===== config.mk =====
export PLATFORM = sky130hd
export DESIGN_NAME = encode_4_2_buf
export DESIGN_NICKNAME = d
export VERILOG_FILES = /design/src/rtl/encode_4_2_buf.sv
export SDC_FILE = /design/constraint.sdc
export NUM_CORES = 1
export LEC_CHECK = 0
export CORE_MARGIN = 1
export CORE_UTILIZATION = 50
export CTS_CLUSTER_DIAMETER = 80
export DETAILED_ROUTE_END_ITERATION = 10
export PLACE_DENSITY_LB_ADDON = 0.08
export SETUP_SLACK_MARGIN = 0.3
export SLEW_MARGIN = 15
export SYNTH_ARGS = -nofsm -noshare
export SYNTH_HDL_FRONTEND = slang
export SYNTH_SLANG_ARGS = --single-unit

===== constraint.sdc =====
create_clock -name clk -period 2.28 [get_ports clk]
set_clock_uncertainty 0.05 [all_clocks]
set_input_delay 0.684 -clock clk [delete_from_list [all_inputs] [get_ports clk]]
set_output_delay 0.684 -clock clk [all_outputs]
set_load 0.02 [all_outputs]

===== src/rtl/encode_4_2_buf.sv =====
// 4-to-2 line encoder feeding a two-entry in-order result buffer,
// with a saturating counter of accepted non-one-hot select words.
package encode_4_2_buf_pkg;

    typedef enum logic [1:0] {
        EMPTY = 2'd0,
        ONE   = 2'd1,
        FULL  = 2'd2
    } occ_t;

    typedef struct packed {
        logic [1:0] code;
        logic       legal;
    } res_t;

endpackage

module encode_4_2_buf
    import encode_4_2_buf_pkg::*;
#(
    parameter int ERR_W = 8
) (
    input  logic             clk,
    input  logic             reset,
    input  logic             in_valid,
    output logic             in_ready,
    input  logic [3:0]       s,
    output logic             out_valid,
    input  logic             out_ready,
    output logic [1:0]       code,
    output logic             legal,
    input  logic             clr_err,
    output logic [ERR_W-1:0] err_cnt,
    output logic             err_ov
);

    localparam logic [ERR_W-1:0] ERR_MAX = '1;

    occ_t state;
    occ_t state_nxt;
    res_t head;
    res_t head_nxt;
    res_t tail;
    res_t tail_nxt;
    res_t enc;

    logic push;
    logic pop;

    // Encoder: highest set bit wins; legal only for exactly one bit.
    always_comb begin
        enc = '0;
        unique casez (s)
            4'b1???: enc.code = 2'd3;
            4'b01??: enc.code = 2'd2;
            4'b001?: enc.code = 2'd1;
            default: enc.code = 2'd0;
        endcase
        enc.legal = (s != 4'd0) && ((s & (s - 4'd1)) == 4'd0);
    end

    assign push = in_valid && in_ready;
    assign pop  = out_valid && out_ready;

    // State register
    always_ff @(posedge clk) begin
        if (!reset) begin
            state <= EMPTY;
            head  <= '0;
            tail  <= '0;
        end else begin
            state <= state_nxt;
            head  <= head_nxt;
            tail  <= tail_nxt;
        end
    end

    // Next-state and buffer movement
    always_comb begin
        state_nxt = state;
        head_nxt  = head;
        tail_nxt  = tail;
        case (state)
            EMPTY: begin
                if (push) begin
                    head_nxt  = enc;
                    state_nxt = ONE;
                end
            end
            ONE: begin
                if (push && pop) begin
                    head_nxt = enc;
                end else if (push) begin
                    tail_nxt  = enc;
                    state_nxt = FULL;
                end else if (pop) begin
                    head_nxt  = '0;
                    state_nxt = EMPTY;
                end
            end
            FULL: begin
                if (pop) begin
                    head_nxt  = tail;
                    tail_nxt  = '0;
                    state_nxt = ONE;
                end
            end
            default: begin
                head_nxt  = '0;
                tail_nxt  = '0;
                state_nxt = EMPTY;
            end
        endcase
    end

    // Outputs: handshake flags depend only on registered state and reset
    always_comb begin
        in_ready  = reset && (state != FULL);
        out_valid = reset && (state != EMPTY);
        code      = out_valid ? head.code : 2'd0;
        legal     = out_valid ? head.legal : 1'b0;
    end

    // Clear beats a simultaneous illegal acceptance
    always_ff @(posedge clk) begin
        if (!reset) begin
            err_cnt <= '0;
            err_ov  <= 1'b0;
        end else if (clr_err) begin
            err_cnt <= '0;
            err_ov  <= 1'b0;
        end else if (push && !enc.legal) begin
            if (err_cnt == ERR_MAX) begin
                err_ov <= 1'b1;
            end else begin
                err_cnt <= err_cnt + 1'b1;
            end
        end
    end

endmodule


==> run metrics <==
run status=finished, final reports clean; Max Clock Freq=513 MHz; kind of start point of the critical path=primary input; clock root cell=sky130_fd_sc_hd__clkbuf_4; largest net degree at the start of global routing=20; DRC marker count from the first detailed-route iteration=38; maximum vdd ir drop=about 0.36 mV; Slowest cell on crit path=sky130_fd_sc_hd__and2_4; number of iterations in the first detailed-routing pass=4; total placed cells including tap cells=between 150 and 200; half-perimeter wire length after detailed placement=between 1500 and 2000 um; overall die width=roughly 49 um; cells traversed along the worst timing path=buf_2 > o21a_4 > and2_4 > buf_6; Placeable Area=between 2000 and 2500 um^2; number of input and output port buffers inserted=22; Synth Area per Inst=about 8.2 um^2; Final Wtd Congestion=0.858; count of final hold-check violations=0; antenna violations before repair=0; remaining antenna violation count after routing=0; leakage=0.688 nW; routed vias=between 1000 and 1500; nets@finish=around 190; CP Class=primary input to primary output; commonest non-fill, non-tap cell in the layout=sky130_fd_sc_hd__buf_4; Clock Pin Slew Worst Setup and Hold Paths=approximately 100 ps; transition time of the tightest slew-check pin=between 500 and 600 ps; fraction of the core area covered by cells at the end of the flow=between 80% and 90%; sequential share of the synthesized area=just over 30%; starting utilization of the core area=between 50% and 60%; post-route setup slack=approximately 330 ps; footprint of the multi-input gates=818 um^2; Synth-to-Final Area Change=47.7%; total power divided by cell area=399 nW/um^2; top library cells by usage in the layout, fill and taps aside=24 x sky130_fd_sc_hd__buf_4, 16 x sky130_fd_sc_hd__dfxtp_1, 13 x sky130_fd_sc_hd__dlygate4sd2_1, 10 x sky130_fd_sc_hd__nand2_1, 9 x sky130_fd_sc_hd__nand3_1; final antenna diode count=0; count of final max-slew check failures=0; post-detailed-routing wire length=between 3000 and 4000 um; register bit total from synthesis=17; portion of synthesized cell area occupied by the leading cell type=about 31%; remaining max-slew budget at the tightest pin=64.3%; drc violations=0; post-route cell area=around 1600 um^2; largest stage delay on the critical path=150 ps; final-layout fill cell count=147; cell area reported after detailed placement=1460 um^2; GRT Util Overall=between 20% and 30%; count of pins on the block boundary=23; gate count after technology mapping=between 100 and 150; post-layout min period=1950 ps; post-synth design cell area=1090 um^2; register area=342 um^2; Worst-Skew Late Latency=around 300 ps; post-place setup slack=-552 ps; number of vias per cell after detailed routing=approximately 5.9; vertical die dimension=just under 50 um; number of unique standard cell types used by synthesis=47; data required time of the worst path=between 1500 and 2000 ps; Max FO, Critical Path=4; routed len/inst=between 15 and 20 um; overall die area=around 2400 um^2; total number of H-tree levels=1; CTS tree=yes; leading post-synthesis cells by cell area=sky130_fd_sc_hd__dfxtp_1 31%, sky130_fd_sc_hd__mux2i_1 5.5%, sky130_fd_sc_hd__nand2b_1 4.6%; Num Clock Sinks=17; path class of the lowest-slack min-delay path=flop to flop; RSZ-0062 raised after global routing=false; total gr overflow=0; via count of the first global-routing pass=1145; type of destination of the critical path=primary output; number of maximum-capacitance violations=0; Yosys warning count=0; total of hold buffers inserted after clock tree synthesis=0; number of setup violations in the final report=0; Mapped Nets=~140; Inserted Clock Buffers=3; final worst-path cycle share=85.4%; num rows=16; area leader, netlist=sky130_fd_sc_hd__dfxtp_1; layout cells sized above 1=29.3%; first-pass GRT wire length=around 5300 um; number of cells in the finished layout apart from fillers=around 200; Clock Tree Buf Depth=2; worst path arrival time=~1200 ps
## metal layers
| metal | GRT usage [%] | share of wire (%) | vias up |
|---|---|---|---|
| li1 | - | - | 582 |
| met1 | 37.2 | 45 | 546 |
| met2 | 49.5 | 47 | 56 |
| met3 | 4.40 | 6.4 | 4 |
| met4 | 7.84 | 1.2 | 0 |
| met5 | 0 | 0 | - |
## logic make-up (layout without fill, tap and decap cells)
kind of cell,after synthesis,count (layout),share of synthesized area (%)
AO/OA/AOI/OAI,30,31,20.0
XOR/XNOR,1,1,0.801
AND/OR/NAND/NOR,64,64,35.6
flip-flops,17,17,31.1
buffers and inverters,14,54,5.84
adder cells (fa/ha/maj),1,1,1.14
multiplexers,6,6,5.49
## worst max-delay path: cells and delay by family
| kind | cells | cell delay, ps |
|---|---|---|
| buffers and inverters | 2 | 240 |
| AO/OA/AOI/OAI | 1 | 130 |
| AND/OR/NAND/NOR | 1 | 150 |
## stage by stage
stage	TNS [ps]	power (mW)	hold WS [ps]
after floorplan	0	0.398	389
after global placement	-5870	0.448	396
after detailed placement	-6390	0.452	413
after CTS	0	0.643	427
after global routing	0	0.676	470
final	0	0.645	431
## power by group
group	switching [mW]	leakage, nW	internal, mW
Combinational	0.0854	0.535	0.0822
Clock	0.0990	0.0150	0.0682
Sequential	0.00535	0.138	0.304
Total	0.190	0.688	0.455
## synth_stat cells, drive strengths merged
library cell	n
o211ai	2
o311ai	1
o311a	1
nand3b	1
o22ai	1
o221a	1
dfxtp	17
nand3	9
and4	2
inv	3
o211a	2
or4b	2
nand4b	1
nand2b	8
clkbuf	7
a2111o	1
a221oi	1
and3b	1
nand4	2
nor4	4
nand2	10
xnor2	1
o21a	1
mux2i	6
nor3b	3
a31oi	2
o21ai	4
a22oi	1
ha	1
a21boi	4
buf	4
a21oi	4
and2	7
or4	3
or2	1
and3	1
nor4b	1
nor2	4
a211oi	1
nor2b	3
nor3	1
o31ai	2
a21o	1
## registers in the layout, indices dropped and copies added, names as in the netlist
signal,count
head,3
tail,3
err_cnt,8
err_ov,1
state,2
## final timing paths
| kind | from | to | slack [ps] | cells past startpoint |
|---|---|---|---|---|
| worst max-delay path | reset | code[0] | 330 | 4 |
| worst min-delay path | tail[2] | tail[2] | 430 | 2 |
| worst max register to register | err_cnt[1] | err_cnt[1] | 430 | 4 |
| worst min register to register | tail[2] | tail[2] | 430 | 2 |
## layout make-up
class | instances | area share, %
Multi-Input combinational cell | 103 | 50.7
Timing Repair Buffer | 47 | 23.8
Inverter | 3 | 0.697
Sequential cell | 17 | 21.1
Clock buffer | 4 | 1.63
Tap cell | 27 | 2.09
## repair_timing
| action | in CTS | in global routing |
|---|---|---|
| gates resized for setup | 54 | 7 |
| setup endpoints to repair | 26 | 13 |
| pin swaps | 9 | 6 |
| gates cloned | 1 | 0 |
| buffers inserted | 8 | 0 |
Power figures use the tool's default switching activity.
